## config.mk

```make
export PLATFORM = sky130hd
export DESIGN_NAME = seq_trigger2
export DESIGN_NICKNAME = d
export VERILOG_FILES = /design/src/rtl/seq_trigger2_pkg.sv /design/src/rtl/seq_age_tracker.sv /design/src/rtl/seq_trigger2.sv
export SDC_FILE = /design/constraint.sdc
export NUM_CORES = 1
export LEC_CHECK = 0
export ABC_AREA = 1
export CAP_MARGIN = 15
export CORE_MARGIN = 2
export CORE_UTILIZATION = 25
export CTS_BUF_LIST = sky130_fd_sc_hd__clkbuf_4 sky130_fd_sc_hd__clkbuf_8 sky130_fd_sc_hd__clkbuf_16
export CTS_CLUSTER_SIZE = 20
export DETAILED_ROUTE_END_ITERATION = 8
export GPL_TIMING_DRIVEN = 0
export PLACE_DENSITY = 0.44
export SKIP_CTS_REPAIR_TIMING = 1
export SLEW_MARGIN = 20
export SYNTH_ARGS = -nofsm -noshare
export SYNTH_HDL_FRONTEND = slang
export SYNTH_SLANG_ARGS = --single-unit
```

## constraint.sdc

```tcl
create_clock -name clk -period 0.8 [get_ports clk]
set_input_delay 0.16 -clock clk [delete_from_list [all_inputs] [get_ports clk]]
set_output_delay 0.16 -clock clk [all_outputs]
set_load 0.05 [all_outputs]
```

## src/rtl/seq_trigger2_pkg.sv

```systemverilog
// seq_trigger2_pkg
//   Shared constants and helpers for the seq_trigger2 load/done sequence
//   detector.
//   - DEF_MIN_DLY / DEF_MAX_DLY : default eligibility window (clocks).
//   - AGE_W                     : width of the age vectors the helpers use
//                                 (covers the largest allowed MAX_DLY).
//   - window_mask()             : bit (k-1) set for every age k in [min, max].
//   - oldest_eligible()         : one-hot mask of the oldest set age inside
//                                 [min, max], or zero when nothing is set.
package seq_trigger2_pkg;

    localparam int unsigned DEF_MIN_DLY = 1;
    localparam int unsigned DEF_MAX_DLY = 5;
    localparam int unsigned AGE_W       = 16;

    // Bit (k-1) represents an event sampled k edges ago.
    function automatic logic [AGE_W-1:0] window_mask(input int unsigned min_dly,
                                                     input int unsigned max_dly);
        logic [AGE_W-1:0] m;
        m = '0;
        for (int k = 1; k <= int'(AGE_W); k++) begin
            if (k >= int'(min_dly) && k <= int'(max_dly)) begin
                m[k-1] = 1'b1;
            end
        end
        return m;
    endfunction

    // Scan from the largest age down so the first hit is the oldest entry.
    function automatic logic [AGE_W-1:0] oldest_eligible(input logic [AGE_W-1:0] pend,
                                                         input int unsigned min_dly,
                                                         input int unsigned max_dly);
        logic [AGE_W-1:0] res;
        logic             found;
        res   = '0;
        found = 1'b0;
        for (int k = int'(AGE_W); k >= 1; k--) begin
            if (!found && k >= int'(min_dly) && k <= int'(max_dly) && pend[k-1]) begin
                res[k-1] = 1'b1;
                found    = 1'b1;
            end
        end
        return res;
    endfunction

endpackage

```

## src/rtl/seq_age_tracker.sv

```systemverilog
// seq_age_tracker
//   Shift register of event ages with per-entry consume. Bit i of vec_o means
//   an event sampled (i+1) edges ago that has not been consumed. Each edge the
//   consumed entries are cleared, everything ages by one, load_i enters at age
//   1 and the entry at age DEPTH falls off.
//   Ports:
//     clk       : clock, rising edge
//     rst_n     : asynchronous active-low reset, clears all entries
//     load_i    : new event sampled this edge
//     consume_i : entries to clear before aging (bit i = age i+1)
//     vec_o     : current age vector
module seq_age_tracker #(
    parameter int unsigned DEPTH = 5
) (
    input  logic             clk,
    input  logic             rst_n,
    input  logic             load_i,
    input  logic [DEPTH-1:0] consume_i,
    output logic [DEPTH-1:0] vec_o
);

    logic [DEPTH-1:0] vec_q;
    logic [DEPTH-1:0] vec_d;
    logic [DEPTH-1:0] kept;

    always_comb begin
        kept  = vec_q & ~consume_i;
        // The left shift drops the oldest entry, which is how expiry happens.
        vec_d = (kept << 1) | DEPTH'(load_i);
    end

    always_ff @(posedge clk or negedge rst_n) begin
        if (!rst_n) begin
            vec_q <= '0;
        end else begin
            vec_q <= vec_d;
        end
    end

    assign vec_o = vec_q;

endmodule

```

## src/rtl/seq_trigger2.sv

```systemverilog
// seq_trigger2
//   Flags "load_mem, then done within MIN_DLY..MAX_DLY clocks".
//   Ports:
//     clk      : clock, rising edge
//     rst_n    : asynchronous active-low reset
//     load_mem : load start event
//     done     : load completion event
//     ready    : registered, any qualifying earlier load (non-consuming)
//     ready2   : registered, oldest unconsumed qualifying load is paired with
//                this done and removed (consuming)
module seq_trigger2
    import seq_trigger2_pkg::*;
#(
    parameter int unsigned MIN_DLY = DEF_MIN_DLY,
    parameter int unsigned MAX_DLY = DEF_MAX_DLY
) (
    input  logic clk,
    input  logic rst_n,
    input  logic load_mem,
    input  logic done,
    output logic ready,
    output logic ready2
);

    localparam logic [AGE_W-1:0] WIN_EXT = window_mask(MIN_DLY, MAX_DLY);

    logic [MAX_DLY-1:0] hist_vec;
    logic [MAX_DLY-1:0] pend_vec;
    logic [MAX_DLY-1:0] pend_consume;
    logic [AGE_W-1:0]   pend_ext;
    logic [AGE_W-1:0]   oldest_ext;
    logic               ready_q,  ready_d;
    logic               ready2_q, ready2_d;

    // Plain history: never consumed, only ages out.
    seq_age_tracker #(.DEPTH(MAX_DLY)) u_hist (
        .clk       (clk),
        .rst_n     (rst_n),
        .load_i    (load_mem),
        .consume_i ({MAX_DLY{1'b0}}),
        .vec_o     (hist_vec)
    );

    // Pending loads: a matching done removes the oldest eligible one.
    seq_age_tracker #(.DEPTH(MAX_DLY)) u_pend (
        .clk       (clk),
        .rst_n     (rst_n),
        .load_i    (load_mem),
        .consume_i (pend_consume),
        .vec_o     (pend_vec)
    );

    always_comb begin
        pend_ext               = '0;
        pend_ext[MAX_DLY-1:0]  = pend_vec;
        oldest_ext             = oldest_eligible(pend_ext, MIN_DLY, MAX_DLY);
        pend_consume           = done ? oldest_ext[MAX_DLY-1:0] : '0;
        ready_d                = done && |(hist_vec & WIN_EXT[MAX_DLY-1:0]);
        ready2_d               = done && |oldest_ext;
    end

    always_ff @(posedge clk or negedge rst_n) begin
        if (!rst_n) begin
            ready_q  <= 1'b0;
            ready2_q <= 1'b0;
        end else begin
            ready_q  <= ready_d;
            ready2_q <= ready2_d;
        end
    end

    assign ready  = ready_q;
    assign ready2 = ready2_q;

endmodule

```

==> results.py <==
metrics = {
    "status": {
        "status": "finished with violations",
        "failed_checks": "setup timing",
    },
    "power_and_ir_drop": {
        "p_leak_nw": 0.249,
        "p_seq_frac": 0.539,
        "clockPowerShare": 0.348,
        "finalPower_mw": 1.15,
        "vdd_drop_max_mv": 0.732,
        "power_switching_mw": 0.271,
        "p_per_area_nw_per_um2": 2360,
        "comb_power_share": 0.113,
        "p_int_mw": 0.877,
        "switching_share": 0.236,
    },
    "route": {
        "firstDrtPassIters": 3,
        "via_per_inst": 4.02,
        "num_vias": 229,
        "totalWireLength_um": 509,
        "drt_iter0_drc": 2,
        "antenna_left": 0,
        "drc": 0,
        "wl_per_cell_um": 8.93,
    },
    "floorplanning": {
        "die_area_um2": 1810,
        "fp.dieH_um": 42.6,
        "die_w_um": 42.6,
        "coreArea_um2": 1350,
        "io_pins": 6,
        "start_util": 0.275,
        "rows": 13,
    },
    "global_routing": {
        "grt_first_pass_wirelength_um": 910,
        "track_usage": 0.0752,
        "gr-usage-met2": 0.0985,
        "antenna_found_initial": 0,
        "busiest_layer": "met2",
        "grt_pass1_vias": 240,
        "grt_overflow": 0,
        "use_met3": 0.0302,
        "grt_use_met1": 0.0811,
        "grt_max_degree": 12,
    },
    "setup_path": {
        "crit_fanout": 1,
        "worstSetupPathType": "register to output port",
        "critPathBufInv": 1,
        "critPathSlowestCell": "dfrtp_1",
        "crit_chain": "buf_6",
        "worst-path-stages": 1,
        "cpPeakStageDelay_ns": 0.38,
        "cp-start-kind": "register",
        "r2r_setup_slack_ns": -0.05,
        "critPathCapture": "ready",
        "startpoint": "ready",
        "reg2reg_from": "u_pend.vec_o[4]",
        "crit_required_ns": 0.64,
        "reg2reg_depth": 4,
        "timing.rr.end": "u_pend.vec_o[1]",
        "end_kind": "output port",
        "crit_arrival_ns": 0.79,
        "crit_family": "flip-flops",
    },
    "synth": {
        "yosysWarnings": 0,
        "syn_area_um2": 372,
        "ys_types": 10,
        "syn_inst": 32,
        "syn-num-nets": 36,
        "syn_area_per_cell_um2": 11.6,
        "ys_seq_area_frac": 0.741,
        "synth_seq_cells": 11,
    },
    "timing": {
        "setup-tns-final_ns": -0.397,
        "skew_ns": 0.00174,
        "fmax_mhz": 1050,
        "rsz0062_at_grt": "yes",
        "max_slew.worst_pin.slew_ns": 0.465,
        "finalCritPeriodShare": 1.19,
        "max-slew-margin-rel": 0.689,
        "final.min_clock_period_ns": 0.951,
        "fin_hold_ws_ns": 0.214,
        "slew_violations": 0,
        "hold_viol": 0,
        "setup_slack_ns": -0.151,
        "setup_viol": 5,
    },
    "clock_network": {
        "cts.sinks": 11,
        "clk_latency_ns": 0.26,
        "cts.htree.levels": 1,
        "clk_pin_slew_worst_paths_ns": 0.07,
        "cts_max_path_buffers": 2,
        "root_buffer": "clkbuf_4",
        "cts_tree": "done",
        "cts_buffers": 3,
    },
    "layout": {
        "drive_gt1_frac": 0.190,
        "syn_to_final_growth_pct": 30.6,
        "antenna_cells": 0,
        "layout.nets": 47,
    },
    "min_path": {
        "min_path_type": "input port to async pin",
    },
    "placement": {
        "gp_congestion": 0.749,
        "dpl.hpwl_um": 374,
        "io_buffers": 5,
    },
    "flow_run": {
        "cap_violations": 0,
    },
}
state kept, by name (all words and copies together) (netlist names):
name	flops
u_pend.vec_o	4
ready2	1
ready	1
u_hist.vec_o	5
synthesized netlist by cell type:
| cell | instances | area, um^2 |
|---|---|---|
| dfrtp_1 | 11 | 275 |
| nand3b_1 | 1 | 7.51 |
| nor2_1 | 2 | 7.51 |
| nor2_2 | 1 | 6.26 |
| nand4_1 | 2 | 12.5 |
| nand2_1 | 4 | 15.0 |
| a21oi_1 | 1 | 5.00 |
| nand3_1 | 1 | 5.00 |
| inv_1 | 8 | 30.0 |
| a21boi_0 | 1 | 7.51 |
worst min-delay path by stage:
stage | from | to | slack (ns) | cells past startpoint
finish | rst_n | ready2 | 0.21 | 1
global route | rst_n | ready2 | 0.25 | 1
CTS | rst_n | ready2 | 0.23 | 1
detailed placement | u_hist.vec_o[1] | u_hist.vec_o[2] | 0.36 | 0
global placement | u_hist.vec_o[1] | u_hist.vec_o[2] | 0.36 | 0
floorplan | rst_n | ready | -0.14 | 0
power by group through the flow:
stage / Combinational [mW] / Clock, mW / Sequential, mW
global placement: 0.121 / 0 / 0.623
floorplan: 0.0473 / 0 / 0.648
global route: 0.145 / 0.445 / 0.624
detailed placement: 0.123 / 0 / 0.626
finish: 0.130 / 0.399 / 0.619
CTS: 0.123 / 0.416 / 0.615
cell usage in the layout, fill, tap and decap left out, drive strengths merged:
cell type,instances
nand4,2
clkbuf,4
inv,8
a21boi,1
a21oi,1
nand3b,1
buf,3
nand3,1
clkdlybuf4s50,3
dfrtp,11
nor2,3
nand2,4
per-layer routing:
| metal | wire (um) | up-vias |
|---|---|---|
| met5 | 0 | - |
| li1 | - | 118 |
| met1 | 234 | 99 |
| met4 | 21 | 0 |
| met3 | 40 | 4 |
| met2 | 213 | 8 |
final cells by class:
type                            instances  area (um^2)
Timing Repair Buffer                    6         60.1
Fill cell                             140          865
Clock buffer                            4         30.0
Sequential cell                        11          275
Tap cell                               15         18.8
Multi-Input combinational cell         13         71.3
Inverter                                8         30.0
stage by stage:
stage	utilization	worst slack, ns	std cells	instance area (um^2)
4_1_cts	0.348	-0.755	56	470
3_5_place_dp	0.326	-0.462	52	440
2_1_floorplan	-	0.00964	32	372
6_report	0.360	-0.151	57	485
3_3_place_gp	0.326	-0.453	52	440
5_1_grt	0.360	-0.180	57	485
logic make-up (layout without fill, tap and decap cells):
kind of cell	count (synthesis)	in the layout	synth area share
buffers and inverters	8	18	0.0808
DFF	11	11	0.741
and+or+nand+nor	11	11	0.145
AOI/OAI and AO/OA	2	2	0.0337
Power figures use the tool's default switching activity.
